`config.mk`:
```
export PLATFORM = sky130hd
export DESIGN_NAME = sp_frame_ctrl_flat
export DESIGN_NICKNAME = d
export VERILOG_FILES = /design/src/rtl/sp_pkg.sv /design/src/rtl/sp_frame_ctrl_if.sv /design/src/rtl/sp_shift_reg.sv /design/src/rtl/sp_frame_ctrl.sv /design/src/flat_wrapper.sv
export SDC_FILE = /design/constraint.sdc
export NUM_CORES = 1
export LEC_CHECK = 0
export BUFFER_PORTS_ARGS = -buffer_cell sky130_fd_sc_hd__buf_2
export CAP_MARGIN = 20
export CORE_MARGIN = 8
export CORE_UTILIZATION = 52
export DETAILED_ROUTE_END_ITERATION = 6
export GPL_ROUTABILITY_DRIVEN = 0
export GPL_TIMING_DRIVEN = 1
export PLACE_DENSITY = 0.75
export SYNTH_ARGS = -nofsm -noshare
export SYNTH_HDL_FRONTEND = slang
export SYNTH_SLANG_ARGS = --single-unit
```
`constraint.sdc`:
```
create_clock -name clk -period 1.7 [get_ports clk]
set_input_delay 0.085 -clock clk [delete_from_list [all_inputs] [get_ports clk]]
set_output_delay 0.085 -clock clk [all_outputs]
set_load 0.005 [all_outputs]
```
`src/rtl/sp_pkg.sv`:
```
// Shared types and limits for the serial-to-parallel frame controller.
package sp_pkg;

  localparam int SP_MAX_WIDTH = 32;

  typedef enum logic [1:0] {
    IDLE,
    SHIFT,
    PARITY
  } sp_state_t;

endpackage

```
`src/rtl/sp_frame_ctrl_if.sv`:
```
// Frame controller bus: serial bit input, frame start, and the parallel valid/ready word port.
interface sp_frame_ctrl_if #(
  parameter int WIDTH = 8
) ();

  logic             start;
  logic             sin;
  logic             sin_valid;
  logic [WIDTH-1:0] pout;
  logic             pout_valid;
  logic             pout_ready;
  logic             busy;
  logic             overrun;
  logic             parity_err;

  // Master is the surrounding system: it feeds bits and consumes words.
  modport master (
    output start, sin, sin_valid, pout_ready,
    input  pout, pout_valid, busy, overrun, parity_err
  );

  modport slave (
    input  start, sin, sin_valid, pout_ready,
    output pout, pout_valid, busy, overrun, parity_err
  );

endinterface

```
`src/rtl/sp_shift_reg.sv`:
```
// Word assembly shift register; MSB_FIRST selects which end the first received bit ends up in.
module sp_shift_reg #(
  parameter int WIDTH     = 8,
  parameter bit MSB_FIRST = 1'b1
) (
  input  logic             clk,
  input  logic             rst,
  input  logic             clr,
  input  logic             shift_en,
  input  logic             bit_in,
  output logic [WIDTH-1:0] q
);

  logic [WIDTH-1:0] shifted;

  generate
    if (MSB_FIRST) begin : g_msb
      assign shifted = {q[WIDTH-2:0], bit_in};
    end else begin : g_lsb
      assign shifted = {bit_in, q[WIDTH-1:1]};
    end
  endgenerate

  always_ff @(posedge clk) begin
    if (rst || clr) begin
      q <= '0;
    end else if (shift_en) begin
      q <= shifted;
    end
  end

endmodule

```
`src/rtl/sp_frame_ctrl.sv`:
```
// Serial frame controller: start detect, bit counting, double-buffered word handoff with overrun.
// Optional even-parity bit after the data is enabled by defining SP_FRAME_PARITY_EN.
module sp_frame_ctrl
  import sp_pkg::*;
#(
  parameter int WIDTH     = 8,
  parameter bit MSB_FIRST = 1'b1
) (
  input  logic                clk,
  input  logic                rst,
  sp_frame_ctrl_if.slave      bus
);

  localparam int             CW   = $clog2(WIDTH + 1);
  localparam logic [CW-1:0]  LAST = CW'(WIDTH - 1);

  generate
    if (WIDTH < 2 || WIDTH > SP_MAX_WIDTH) begin : g_bad_width
      $error("sp_frame_ctrl: WIDTH out of range 2..32");
    end
  endgenerate

  sp_state_t        state;
  logic [CW-1:0]    count;
  logic             busy_r;
  logic [WIDTH-1:0] shift_q;
  logic [WIDTH-1:0] load_word;
  logic             load_perr;
  logic             clr;
  logic             shift_en;
  logic             complete;
  logic [WIDTH-1:0] pout_r;
  logic             pout_valid_r;
  logic             overrun_r;
  logic             parity_err_r;

  assign clr      = (state == IDLE) && bus.start;
  assign shift_en = (state == SHIFT) && bus.sin_valid;

  sp_shift_reg #(
    .WIDTH     (WIDTH),
    .MSB_FIRST (MSB_FIRST)
  ) u_shift (
    .clk      (clk),
    .rst      (rst),
    .clr      (clr),
    .shift_en (shift_en),
    .bit_in   (bus.sin),
    .q        (shift_q)
  );

`ifdef SP_FRAME_PARITY_EN
  // The data word is already complete in the shift register when the parity bit arrives.
  assign complete  = (state == PARITY) && bus.sin_valid;
  assign load_word = shift_q;
  assign load_perr = (^shift_q) ^ bus.sin;
`else
  logic unused_q_edge;

  // Completion coincides with the last data bit, so the word includes the bit being sampled now.
  generate
    if (MSB_FIRST) begin : g_msb_word
      assign load_word     = {shift_q[WIDTH-2:0], bus.sin};
      assign unused_q_edge = shift_q[WIDTH-1];
    end else begin : g_lsb_word
      assign load_word     = {bus.sin, shift_q[WIDTH-1:1]};
      assign unused_q_edge = shift_q[0];
    end
  endgenerate

  assign complete  = shift_en && (count == LAST);
  assign load_perr = 1'b0;
`endif

  always_ff @(posedge clk) begin
    if (rst) begin
      state  <= IDLE;
      count  <= '0;
      busy_r <= 1'b0;
    end else begin
      case (state)
        IDLE: begin
          if (bus.start) begin
            state  <= SHIFT;
            count  <= '0;
            busy_r <= 1'b1;
          end
        end
        SHIFT: begin
          if (bus.sin_valid) begin
            count <= count + CW'(1);
            if (count == LAST) begin
`ifdef SP_FRAME_PARITY_EN
              state  <= PARITY;
`else
              state  <= IDLE;
              busy_r <= 1'b0;
`endif
            end
          end
        end
`ifdef SP_FRAME_PARITY_EN
        PARITY: begin
          if (bus.sin_valid) begin
            state  <= IDLE;
            busy_r <= 1'b0;
          end
        end
`endif
        default: begin
          state  <= IDLE;
          busy_r <= 1'b0;
        end
      endcase
    end
  end

  // A completed word may replace the held one only if the held one is gone or leaving this cycle.
  always_ff @(posedge clk) begin
    if (rst) begin
      pout_r       <= '0;
      pout_valid_r <= 1'b0;
      overrun_r    <= 1'b0;
      parity_err_r <= 1'b0;
    end else if (complete && (!pout_valid_r || bus.pout_ready)) begin
      pout_r       <= load_word;
      parity_err_r <= load_perr;
      pout_valid_r <= 1'b1;
    end else if (complete) begin
      overrun_r    <= 1'b1;
    end else if (pout_valid_r && bus.pout_ready) begin
      pout_valid_r <= 1'b0;
    end
  end

  assign bus.pout       = pout_r;
  assign bus.pout_valid = pout_valid_r;
  assign bus.busy       = busy_r;
  assign bus.overrun    = overrun_r;
  assign bus.parity_err = parity_err_r;

endmodule

```
`src/flat_wrapper.sv`:
```
// flat-port wrapper written by rule: the top's interface ports become plain ports
module sp_frame_ctrl_flat import sp_pkg::*;
#(
  parameter int WIDTH     = 8,
  parameter bit MSB_FIRST = 1'b1
)
  (clk, rst, bus_start, bus_sin, bus_sin_valid, bus_pout_ready, bus_pout, bus_pout_valid, bus_busy, bus_overrun, bus_parity_err);
  sp_frame_ctrl_if #(.WIDTH(WIDTH)) bus_i ();
  input  logic clk;
  input  logic rst;
  input wire logic [$bits(bus_i.start)-1:0] bus_start;
  input wire logic [$bits(bus_i.sin)-1:0] bus_sin;
  input wire logic [$bits(bus_i.sin_valid)-1:0] bus_sin_valid;
  input wire logic [$bits(bus_i.pout_ready)-1:0] bus_pout_ready;
  output wire logic [$bits(bus_i.pout)-1:0] bus_pout;
  output wire logic [$bits(bus_i.pout_valid)-1:0] bus_pout_valid;
  output wire logic [$bits(bus_i.busy)-1:0] bus_busy;
  output wire logic [$bits(bus_i.overrun)-1:0] bus_overrun;
  output wire logic [$bits(bus_i.parity_err)-1:0] bus_parity_err;
  assign bus_i.start = bus_start;
  assign bus_i.sin = bus_sin;
  assign bus_i.sin_valid = bus_sin_valid;
  assign bus_i.pout_ready = bus_pout_ready;
  assign bus_pout = bus_i.pout;
  assign bus_pout_valid = bus_i.pout_valid;
  assign bus_busy = bus_i.busy;
  assign bus_overrun = bus_i.overrun;
  assign bus_parity_err = bus_i.parity_err;
  sp_frame_ctrl #(.WIDTH(WIDTH), .MSB_FIRST(MSB_FIRST)) u_core (.clk(clk), .rst(rst), .bus(bus_i));
endmodule
```
==> results.md <==
- In this run the tool buffered the top-level ports with 16 buffer cells.
- The sequential power share is 65.3%.
- The remaining routing DRC violations is 0.
- The post-CTS setup buffer count is 0.
- The net count after synthesis is 114.
- The area growth from synthesis to layout is 12.2%.
- Ranked by instance count, the synthesized netlist is headed by dfxtp_1, nand2_1, nand2b_1.
- The flow ran to the end, and the final reports show no timing, DRC or antenna violations.
- Timing would allow up to 692 MHz.
- The synthesized area per cell is 9.02 µm².
- Global routing used 11.3% of the available tracks.
- The number of placed instances, taps included is 144.
- Summing the sequential cell areas from Yosys gives 45.7% of the chip area.
- The startpoint of the most critical register-to-register path is u_core.count[0]$_SDFFE_PP0P_.
- The number of storage elements in the synthesis netlist is 22.
- The number of setup violations in the final report is 0.
- The cell area power density is 741 nW/µm².
- Summed over all layers, the global routing overflow is 0.
- The min-delay analysis places its worst path in the category in2reg.
- After detailed routing, the number of vias per cell comes to 5.12.
- The internal portion of total power is 0.624 mW.
- The maximum clock path buffer count is 2.
- The detailed-route wire length per cell is 12.4 µm.
- The number of violations reported at the end of detailed-routing iteration 0 is 10.
- The sink of the worst hold path is u_core.u_shift.q[0]$_SDFFE_PP0P_.
- The via count of the first global-routing pass is 680.
- In the final layout, flip-flops and latches occupy 440 µm².
- The count of hold-fix buffers inserted at cts is 0.
- Summing the areas of all xor and xnor instances in the mapped netlist gives 0.908% of the synthesized area.
- The synthesized design contains 0 enable-type register cells.
- The clock sink count is 22.
- Across the run, the number of max-cap violations was 0.
- The number of antenna violations at the first check in global routing is 0.
- Of the cells placed in the final design, the portion with a size suffix greater than 1 is 20.5%.
- After synthesis, the share of flip-flops with an asynchronous set or reset is 0%.
- The root cell of the clock tree is clkbuf_4.
- Summing the areas of all compound-gate instances in the mapped netlist gives 9.21% of the synthesized area.
- After synthesis, the share of cell area in mux cells is 9.47%.
- In the final layout, the multi-input gates occupy 485 µm².
- The total of warnings raised by yosys is 0.
- The worst hold margin is 45.8 ps.
- Between clock sinks in the finished design, the worst skew comes to 1.30 ps.
- The die covers 3490 µm².
- Summing over every cut layer, the via total after detailed routing is 752.
- The first global-routing pass estimated 3110 µm of wire.
- The number of inserted filler cells in the final layout is 158.
- The number of top-level pins is 18.
- The post-layout net count is 131.
- Wires add up to 1820 µm.
- The antenna diode count is 0.
- TritonCTS built the clock tree.
- Of all cell types, the one taking the most synthesized area is dfxtp_1.
- In this run the standard cell core region covers 1750 µm².
- The count of cells along the worst register-to-register path is 4.
- Of the total power, combinational logic draws 6.6%.
- After synthesis, the largest family of logic cells by area is simple AND/OR/NAND/NOR gates.
- The data arrival time of the worst path is 1670 ps.
- The number of hold-slack violations in the final timing report is 0.
- The number of max-slew violations in the final report is 0.
- The startpoint of the lowest-slack hold path is bus_sin.
- The share of power burned in the clock network is 28.1%.
- At the worst endpoint, the required time is 1930 ps.
- Detailed placement ended at an HPWL of 1400 µm.
- The initialized floorplan defines 15 standard-cell rows.
- For this run, the leading register cell type out of synthesis is dfxtp_1.
- The first TritonRoute pass finished after 4 iterations.
- The distinct cell type count of the synthesized netlist is 28.
- Subtracting the final worst setup slack from the clock period gives 1440 ps.
- Entering global routing, the biggest net connects 25 pins.
- Total power for the finished layout comes to 0.802 mW.
- The insertion delay to the later sink of the worst-skew pair is 290 ps.
- Counting every instance in the synthesized netlist gives 107.
- For this design the total switching power over the nets is 0.178 mW.
- Setup repair after global routing left no endpoint under its margin.
- From left edge to right edge, the die measures 59.1 µm.
- The simple-gate portion of the synthesized area is 29.1%.
- The total leakage power is 0.391 nW.
- Along the worst path, the maximum fanout reaches 8.
- Buffers inserted during clock tree synthesis total 3.
- By area the synthesized netlist is led by dfxtp_1, nand2b_1, mux2i_1.
- The type of element capturing the critical path is a flop.
- The chip height is 59.1 µm.
- In this run the remaining antenna-violating nets after routing total 0.
- The reg-to-reg endpoint is u_core.bus.pout[7]$_SDFFE_PP0P_.
- IR analysis of the VDD net gives a maximum drop of 363 µV.
- After synthesis, the largest area contributor takes up 45.7% of total cell area.
- Once layout is complete, the cells apart from fillers number 147.
- Once the floorplan was initialized, standard cells occupied 55.3% of the core.
- The worst reg-to-reg setup slack is 260 ps.
- The hold path depth is 3.
- The post-route clock period utilization is 85.0%.
- The CTS clock-pin slew for the worst setup and hold paths is 110 ps.
- By instance count, the leading cell after synthesis is dfxtp_1.
- The cell area after technology mapping is 965 µm².
- The proportion of total power due to net switching is 22.2%.
- In the final timing run, aggregate negative setup slack is 0 ps.
- The adder-cell share of the synthesized area is 1.30%.
- The post-cts repair resize count is 0.
- By startpoint and endpoint, the worst setup path is classified as reg2reg.
- The number of levels in the clock H-tree is 1.
- STA classifies the critical path startpoint as a flop.
==> layer usage <==
metal	up-vias	routed length (µm)	track usage, %
li1	383	-	-
met1	353	893	14.4
met2	14	809	17.3
met3	2	105	3.47
met4	0	15	4.10
met5	-	0	0
==> per-stage QoR <==
stage,util (%),area (µm²),setup WS (ps)
after CTS,62.0,1080,222
after detailed placement,60.7,1060,253
after floorplan,-,965,398
after global routing,62.0,1080,116
final,62.0,1080,256
after global placement,60.7,1060,346
==> cell type report <==
| cell class | count | area share, % |
|---|---|---|
| Clock buffer | 3 | 2.08 |
| Timing Repair Buffer | 17 | 8.09 |
| Inverter | 4 | 1.39 |
| Tap cell | 25 | 2.89 |
| Multi-Input combinational cell | 76 | 44.9 |
| Sequential cell | 22 | 40.7 |
==> placed cells by master (no fill, tap or decap), types with 2 or more instances in the layout <==
cell type,n
nand2b_1,17
nor3b_1,2
mux2i_1,8
nand3_1,2
buf_2,16
dfxtp_1,22
nand2_1,17
inv_1,4
a21oi_1,10
nor2_1,4
clkbuf_4,3
==> power by group through the flow <==
stage | Combinational [mW] | Clock, mW | Sequential, mW
detailed placement | 0.0527 | 0 | 0.535
finish | 0.0528 | 0.225 | 0.524
global route | 0.0583 | 0.249 | 0.524
CTS | 0.0527 | 0.229 | 0.524
floorplan | 0.0364 | 0 | 0.534
global placement | 0.0515 | 0 | 0.535
==> state kept, by name (all words and copies together), names as in the netlist <==
register,cells
u_core.bus.pout_valid,1
u_core.bus.overrun,1
u_core.state,1
u_core.count,4
u_core.bus.pout,8
u_core.u_shift.q,7
==> cells by family (layout without fill, tap and decap cells) <==
| logic type | Yosys count | count (layout) |
|---|---|---|
| other cells | 1 | 1 |
| compound gates | 15 | 15 |
| fa+ha+maj | 1 | 1 |
| flops | 22 | 22 |
| xor+xnor | 1 | 1 |
| mux | 9 | 9 |
| buf+inv | 9 | 24 |
| simple gates | 49 | 49 |
==> critical path: stages (launching register included) <==
cell and delay (ps):
dfxtp_1 410, ha_1 220, nand2b_1 110, nor3_4 390, mux2i_1 250
==> how the worst max path moves through the flow <==
stage,startpoint,endpoint,slack [ps],depth (start not counted)
after floorplan,u_core.state[0]$_SDFFE_PP0P_,u_core.bus.pout[0]$_SDFFE_PP0P_,400,4
after global placement,u_core.count[0]$_SDFFE_PP0P_,u_core.bus.pout[6]$_SDFFE_PP0P_,350,4
after detailed placement,u_core.count[0]$_SDFFE_PP0P_,u_core.bus.pout[7]$_SDFFE_PP0P_,250,4
after CTS,u_core.count[0]$_SDFFE_PP0P_,u_core.bus.pout[7]$_SDFFE_PP0P_,220,4
after global routing,u_core.count[0]$_SDFFE_PP0P_,u_core.bus.pout[7]$_SDFFE_PP0P_,120,4
final,u_core.count[0]$_SDFFE_PP0P_,u_core.bus.pout[7]$_SDFFE_PP0P_,260,4
Note: power is estimated with default switching activity, not from simulation.
